### src/rtl/proc_pkg.sv
// Shared types and constants for the instruction-fetch front end.
package proc_pkg;

    localparam int          XLEN    = 32;
    localparam int          INSTR_W = 32;
    localparam logic [31:0] PC_STEP = 32'd4;

    // One fetched instruction together with the address it came from.
    typedef struct packed {
        logic [XLEN-1:0]    pc;
        logic [INSTR_W-1:0] instr;
    } fetch_entry_t;

endpackage

### src/rtl/fetch_queue.sv
// Circular FIFO between fetch and decode.
// Flush wins over push/pop. A push into a full queue is accepted only
// when a pop frees a slot in the same cycle. dout is the storage word at
// the read pointer, so it is a registered value with no path from pop.
module fetch_queue #(
    parameter int DEPTH = 2,
    parameter int WIDTH = 64,
    localparam int AW   = $clog2(DEPTH),
    localparam int CW   = AW + 1
) (
    input  logic             clk,
    input  logic             rst_n,
    input  logic             push,
    input  logic             pop,
    input  logic             flush,
    input  logic [WIDTH-1:0] din,
    output logic [WIDTH-1:0] dout,
    output logic [CW-1:0]    count,
    output logic             full,
    output logic             empty
);

    logic [WIDTH-1:0] mem_q [DEPTH];
    logic [AW-1:0]    rptr_q, rptr_d;
    logic [AW-1:0]    wptr_q, wptr_d;
    logic [CW-1:0]    count_q, count_d;
    logic             pop_ok;
    logic             push_ok;

    assign empty   = (count_q == '0);
    assign full    = (count_q == CW'(DEPTH));
    assign count   = count_q;
    assign dout    = mem_q[rptr_q];

    assign pop_ok  = pop && !empty;
    assign push_ok = push && !flush && (!full || pop_ok);

    // Pointer and occupancy next-state; flush resets everything to empty.
    always_comb begin
        rptr_d  = rptr_q;
        wptr_d  = wptr_q;
        count_d = count_q;
        if (flush) begin
            rptr_d  = '0;
            wptr_d  = '0;
            count_d = '0;
        end else begin
            if (pop_ok) begin
                rptr_d = rptr_q + AW'(1);
            end
            if (push_ok) begin
                wptr_d = wptr_q + AW'(1);
            end
            case ({push_ok, pop_ok})
                2'b10:   count_d = count_q + CW'(1);
                2'b01:   count_d = count_q - CW'(1);
                default: count_d = count_q;
            endcase
        end
    end

    // Pointer and occupancy registers.
    always_ff @(posedge clk or negedge rst_n) begin
        if (!rst_n) begin
            rptr_q  <= '0;
            wptr_q  <= '0;
            count_q <= '0;
        end else begin
            rptr_q  <= rptr_d;
            wptr_q  <= wptr_d;
            count_q <= count_d;
        end
    end

    // Entry storage; contents are never observed while the slot is empty,
    // so it carries no reset.
    always_ff @(posedge clk) begin
        if (push_ok) begin
            mem_q[wptr_q] <= din;
        end
    end

endmodule

### src/rtl/fetch_stage.sv
// Instruction-fetch stage: PC register, combinational imem access,
// fetch/redirect control, enqueue counter, and the fetch queue toward
// decode. A redirect flushes the queue and reloads the PC; the head that
// decode accepts in that same cycle is still considered consumed.
module fetch_stage
    import proc_pkg::*;
#(
    parameter logic [31:0] RESET_PC = 32'h0000_0000,
    parameter int          DEPTH    = 2
) (
    input  logic        clk,
    input  logic        rst_n,
    input  logic        fetch_en,
    output logic [31:0] imem_addr,
    input  logic [31:0] imem_rdata,
    input  logic        redirect_valid,
    input  logic [31:0] redirect_pc,
    output logic        if_valid,
    output logic [31:0] if_instr,
    output logic [31:0] if_pc,
    output logic [31:0] if_pc_plus4,
    input  logic        id_ready,
    output logic [31:0] fetch_count
);

    localparam int CW = $clog2(DEPTH) + 1;

    logic [XLEN-1:0] pc_q, pc_d;
    logic [31:0]     fetch_count_q, fetch_count_d;

    fetch_entry_t    q_din;
    fetch_entry_t    q_dout;
    logic [CW-1:0]   q_count;
    logic            q_full;
    logic            q_empty;

    logic            transfer;
    logic            do_fetch;
    logic            unused_bits;

    // Low redirect bits are dropped by construction; the queue's full flag
    // is redundant with the count compare used below.
    assign unused_bits = ^{redirect_pc[1:0], q_full};

    assign imem_addr = pc_q;

    assign transfer  = if_valid && id_ready;
    assign do_fetch  = fetch_en && !redirect_valid &&
                       ((q_count < CW'(DEPTH)) || transfer);

    assign q_din.pc    = pc_q;
    assign q_din.instr = imem_rdata;

    fetch_queue #(
        .DEPTH (DEPTH),
        .WIDTH ($bits(fetch_entry_t))
    ) u_fetch_queue (
        .clk   (clk),
        .rst_n (rst_n),
        .push  (do_fetch),
        .pop   (transfer),
        .flush (redirect_valid),
        .din   (q_din),
        .dout  (q_dout),
        .count (q_count),
        .full  (q_full),
        .empty (q_empty)
    );

    // PC and enqueue-counter next state; redirect takes priority over fetch.
    always_comb begin
        pc_d          = pc_q;
        fetch_count_d = fetch_count_q;
        if (redirect_valid) begin
            pc_d = {redirect_pc[31:2], 2'b00};
        end else if (do_fetch) begin
            pc_d          = pc_q + PC_STEP;
            fetch_count_d = fetch_count_q + 32'd1;
        end
    end

    // PC and enqueue-counter registers.
    always_ff @(posedge clk or negedge rst_n) begin
        if (!rst_n) begin
            pc_q          <= RESET_PC;
            fetch_count_q <= '0;
        end else begin
            pc_q          <= pc_d;
            fetch_count_q <= fetch_count_d;
        end
    end

    // Decode-facing outputs: queue head, forced to zero when empty.
    always_comb begin
        if_valid    = !q_empty;
        if_instr    = '0;
        if_pc       = '0;
        if_pc_plus4 = '0;
        if (!q_empty) begin
            if_instr    = q_dout.instr;
            if_pc       = q_dout.pc;
            if_pc_plus4 = q_dout.pc + PC_STEP;
        end
    end

    assign fetch_count = fetch_count_q;

endmodule

### config.mk
export PLATFORM = sky130hd
export DESIGN_NAME = fetch_stage
export DESIGN_NICKNAME = d
export VERILOG_FILES = /design/src/rtl/proc_pkg.sv /design/src/rtl/fetch_queue.sv /design/src/rtl/fetch_stage.sv
export SDC_FILE = /design/constraint.sdc
export NUM_CORES = 1
export LEC_CHECK = 0
export CORE_UTILIZATION = 49
export DETAILED_ROUTE_END_ITERATION = 6
export PLACE_DENSITY = 0.8
export SLEW_MARGIN = 5
export SYNTH_ARGS = -nofsm -noshare
export SYNTH_HDL_FRONTEND = slang
export SYNTH_SLANG_ARGS = --single-unit
### constraint.sdc
create_clock -name clk -period 6.4 [get_ports clk]
set_input_delay 0.96 -clock clk [delete_from_list [all_inputs] [get_ports clk]]
set_output_delay 0.96 -clock clk [all_outputs]
set_load 0.02 [all_outputs]
[After elaboration in Yosys (flattened, before gate mapping)]
Memory sizes are Yosys's and may differ from the RTL's.
Index checks and enable logic that the tools add are counted.
Cells by class
  reductions and logical operators: 17
  add/sub/neg operators: 7
  bitwise logic cells: 1
  $lt $le $gt $ge: 1
  muxes and demuxes: 13
  equality and inequality tests: 3
Operators with widths (number)
  32-bit two-way mux: 5
  32-bit by 3-bit adder with 32-bit output, second input constant: 2
  32-bit by 1-bit adder with 32-bit output, second input constant: 1
  1-bit logical AND: 6
  1-bit two-way mux: 6
  2-bit nonzero test: 3
  2-bit equality test, second input constant: 2
  2-bit case mux with 2 select lines: 1
  1-bit zero test: 3
  3-bit nonzero test: 1
  1-bit adder, second input constant: 2
  2-bit by 1-bit adder with 2-bit output, second input constant: 1
  2-bit by 1-bit equality test with 1-bit output, second input constant: 1
  2-bit zero test: 1
  1-bit logical OR: 2
  2-bit less-than comparator, second input constant: 1
  2-bit two-way mux: 1
  2-bit AND reduction: 1
  2-bit by 1-bit subtractor with 2-bit output, second input constant: 1
  1-bit NOT: 1
Word-level totals
  output and inout bits: 161
  memories kept: 1
  register bits after elaboration: 68
  RAM bits: 128
  bits of input ports: 69
  logic and storage cells: 48
Memories
  u_fetch_queue.mem_q: words 2, bits a word 64, rd ports 1, clocked after Yosys merged registers in 0, wr ports 1, RTL line fetch_queue.sv:23  | logic [WIDTH-1:0] mem_q [DEPTH];

[Depth between registers and ports, before layout]
  word-level depth: 10
  gate-level depth with buffers: 10
  depth with buffers taken out: 7

[Cells and area by module]
A second synthesis with hierarchy kept.
Unflattened totals
  cell total of the unflattened synthesis: 730
  area, all modules: 9142.5 um^2
By module, submodules not included
  fetch_queue: cells an instance 224, area each 4853.4 um^2, seq. area each 3943.8 um^2, times used 1
  fetch_stage: cells an instance 506, area each 4289.1 um^2, seq. area each 1551.5 um^2, times used 1

[Worst setup path after synthesis]
OpenSTA, ideal clock, no wires.
  kind: input-to-reg
  from: input port redirect_valid
  to: memory u_fetch_queue.mem_q[0][0] (enable)
  cell stages on the path: 3
  buffers on the path: 2
  setup time: 0.559 ns
  slack: 0.223 ns
  data required time: 5.841 ns
  data arrival time: 5.618 ns
  path through: clkbuf_1 -> clkbuf_1 -> nor3_1
Between the ends
  cells in the longest elaborated chain, start to end: 7
RTL lines
  from (decl): RTL line fetch_stage.sv:16  | input logic redirect_valid,
  1-bit zero test *: RTL line fetch_queue.sv:36, fetch_stage.sv:48
  1-bit logical AND (2 in a row): RTL line fetch_stage.sv:48  | assign do_fetch = fetch_en && !redirect_valid &&
  1-bit logical AND * (2 in a row): RTL line fetch_queue.sv:36  | assign push_ok = push && !flush && (!full || pop_ok);
  1-bit two-way mux *: RTL line fetch_queue.sv:78  | if (push_ok) begin
  1-bit two-way mux (implied by the code) *: RTL line fetch_queue.sv:79  | mem_q[wptr_q] <= din;
  to (decl): RTL line fetch_queue.sv:23
Mark *: on every way between the ends. The rest lies on a longest branch, timed or not.

[Final worst setup path]
  from: register u_fetch_queue.rptr_q
  to: output port if_pc_plus4[29]
Between the ends
  cells in the longest elaborated chain, start to end: 3
RTL lines
  from (decl): RTL line fetch_queue.sv:24  | logic [AW-1:0] rptr_q, rptr_d;
  from (signal assigned): RTL line fetch_queue.sv:69  | rptr_q <= rptr_d;
  memory 2 x 64 bit
  32-bit by 3-bit adder with 32-bit output: RTL line fetch_stage.sv:102  | if_pc_plus4 = q_dout.pc + PC_STEP;
  32-bit two-way mux: RTL line fetch_stage.sv:99  | if (!q_empty) begin
  to (decl): RTL line fetch_stage.sv:21  | output logic [31:0] if_pc_plus4,
Every way passes these cells.

==> results.ini <==
[pwr]
p_clk_share_pct = 34.7
p_sw_mw = 0.898
powerDensity_nw_per_um2 = 262
p_seq_share_pct = 47.3
irDropWorstVdd_mv = 0.195
switching_share_pct = 28.8
p_int_mw = 2.22
p_comb_share_pct = 18.0
power_leakage_nw = 4.27

[floorplanning]
start_util_pct = 50.9
top_level_ports = 230
fp-row-count = 48
core_area_um2 = 17500
die_x_um = 137
die-area_um2 = 18800
die_h_um = 137

[sta]
finalHoldViolations = 0
slew_headroom_pct = 39.7
setup_viol = 0
slew_viol_final = 0
clock_skew_ns = 0.0120
rsz0062_at_grt = false
setup_tns_ns = 0
min_period_over_period_pct = 79.3
fin_ws_ns = 1.32
fmax_ghz = 0.197
min_period_ns = 5.08
worstMarginPinSlew_ns = 0.905

[final_layout]
nets = 1050
layout_common_cells = clkdlybuf4s50_1, edfxtp_1, nor2_1
nFillCells = 1283
drive_gt1_share_pct = 6.36
final_area_um2 = 11900
diodes = 0
layout_commonest_cell = clkdlybuf4s50_1
area_delta_synth_final_pct = 33.7

[logic_synthesis]
ys_seq_area_share_pct = 60.2
synth_top_cells_by_area = edfxtp_1, dfrtp_1, mux2i_1
ys_ff_latch = 190
synth_ff_type = edfxtp_1
yosysTopAreaCell = edfxtp_1
ys_warn_count = 0
synthArstFlopShare_pct = 34.7
synth_cell_types = 49
synth_compound_area_share_pct = 4.64
synth_top_family_by_area = simple AND/OR/NAND/NOR gates
avgSynthCellArea_um2 = 11.7
synth-edff-count = 124
netlist.area_leader.share_pct = 41.7
synth_xor_area_share_pct = 7.36
muxShareOfSynthArea_pct = 7.74
synth-simple-area-share_pct = 17.1
syn-cell-area_um2 = 8920
synth_cells = 765
synthAdderAreaFrac_pct = 0.421

[clock_network]
postCtsSetupBuffers = 0
cts_buffers = 17
cts.sinks = 190
clockRootBuffer = clkbuf_16
clk_pin_slew_ns = 0.08
holdBufCountCts = 0
htreeDepth = 4
clk_latency_ns = 0.44
ctsLongestPathBuffers = 2
cts-resized-gates = 0
cts_tree = built

[worst_setup_path]
path_class = flop to primary output
path_cells = buf_4 -> mux2i_1 -> a211oi_2 -> nand4_2 -> nor3b_1 -> mux2_1 -> clkdlybuf4s50_1
crit_path_end_kind = primary output
max_stage_delay_ns = 0.75
path_max_fanout = 52
cp_slowest_cell = dfrtp_4
worstPathArrival_ns = 4.12
critPathBufInv = 2
worstPathRequired_ns = 5.44
cpLargestDelayFamily = buffers and inverters
cp-start-kind = flop

[detailed_routing]
vias_per_cell = 5.39
drc_errors = 0
antenna_left = 0
wl_um = 21200
firstDrtPassIters = 5
routedWlPerCell_um = 17.4
drt_iter0_drc = 513
vias = 6550

[placement]
hpwl_um = 14900
place_ws_ns = 1.80
placed_area_um2 = 11300
place_congestion = 0.838
io_buffers = 221

[global_route]
use_met1_pct = 30.5
grt_start_max_net_pins = 78
met2_usage_pct = 36.6
grtUsageMet3_pct = 6.74
grt_pass1_vias = 6184
grt_overflow = 0
grt-busiest-layer = met2
grt_pass1_wl_um = 32600
grt_usage_pct = 23.2
antenna_found_initial = 0

[outcome]
outcome = completed

[worst_hold_path]
hold_class = flop to flop

[flow_run]
max_cap_violations = 0

[cells by family after synthesis]
logic type                 count (synthesis)
and+or+nand+nor                          309
xor gates and xnor gates                  75
AOI/OAI and AO/OA                         70
muxes                                     68
adders and majority gates                  3
buffers and inverters                     49
other                                      1
DFF                                      190
[per-layer routing]
metal  part of all wire (%)  up-vias
met2                     48      229
met4                    2.0        0
met3                    8.1       30
met1                     42     3123
li1                       -     3168
met5                      0        -
[worst reg2reg max path, delay by kind of cell (launching register included)]
| family | cells | cell delay, ns |
|---|---|---|
| and+or+nand+nor | 3 | 1.51 |
| DFF | 1 | 0.48 |
| buffers and inverters | 1 | 0.58 |
[metrics by stage]
step / utilization, % / cells / hold WS [ns] / total power, mW
detailed placement: 64.5 / 1184 / 0.465 / 2.07
CTS: 68.0 / 1216 / 0.492 / 3.14
global placement: 64.5 / 1184 / 0.473 / 2.05
global route: 68.0 / 1216 / 0.503 / 3.24
floorplan: - / 770 / 0.519 / 1.79
finish: 68.0 / 1216 / 0.490 / 3.12
[sequential cells by signal, indices dropped and copies added, names as in the netlist]
signal,cells
imem_addr,30
u_fetch_queue.wptr_q,1
u_fetch_queue.mem_q,124
u_fetch_queue.rptr_q,1
fetch_count,32
u_fetch_queue.count,2
[path summary, 6_finish.rpt]
path | startpoint | end | slack [ns] | cells after the start
max in group asynchronous | rst_n | u_fetch_queue.rptr_q | 5.08 | 2
worst min register to register | fetch_count[27] | fetch_count[27] | 0.49 | 1
worst min-delay path | fetch_count[27] | fetch_count[27] | 0.49 | 1
worst max-delay path | u_fetch_queue.rptr_q | if_pc_plus4[29] | 1.32 | 7
worst max register to register | u_fetch_queue.count[1] | u_fetch_queue.mem_q[1][63] | 3.44 | 4
min in group asynchronous | rst_n | imem_addr[16] | 0.70 | 2
[power by group through the flow]
stage               Sequential, mW  Combinational, mW  Clock [mW]
floorplan                     1.52              0.267           0
global placement              1.50              0.554           0
detailed placement            1.50              0.564           0
CTS                           1.48              0.567        1.10
global route                  1.49              0.606        1.15
finish                        1.48              0.562        1.08
[cells in the mapped netlist, types with 13 or more instances]
master and number:
edfxtp_1 124, xnor2_1 49, nand2_1 80, nand3_1 24, o21ai_0 34, clkbuf_1 16
mux2i_1 60, nor3_1 13, nand4_1 27, and3_1 16, dfrtp_1 66, nor2_1 95
xor2_1 26
[layout make-up]
| type | count | area, µm² | area share [%] |
|---|---|---|---|
| Sequential cell | 190 | 5380 | 45.1 |
| Multi-Input combinational cell | 531 | 3360 | 28.1 |
| Timing Repair Buffer | 227 | 2250 | 18.8 |
| Clock buffer | 17 | 425 | 3.57 |
| Tap cell | 225 | 282 | 2.36 |
| Clock inverter | 15 | 200 | 1.68 |
| Inverter | 11 | 41.3 | 0.346 |
(Power assumes the default switching activity.)
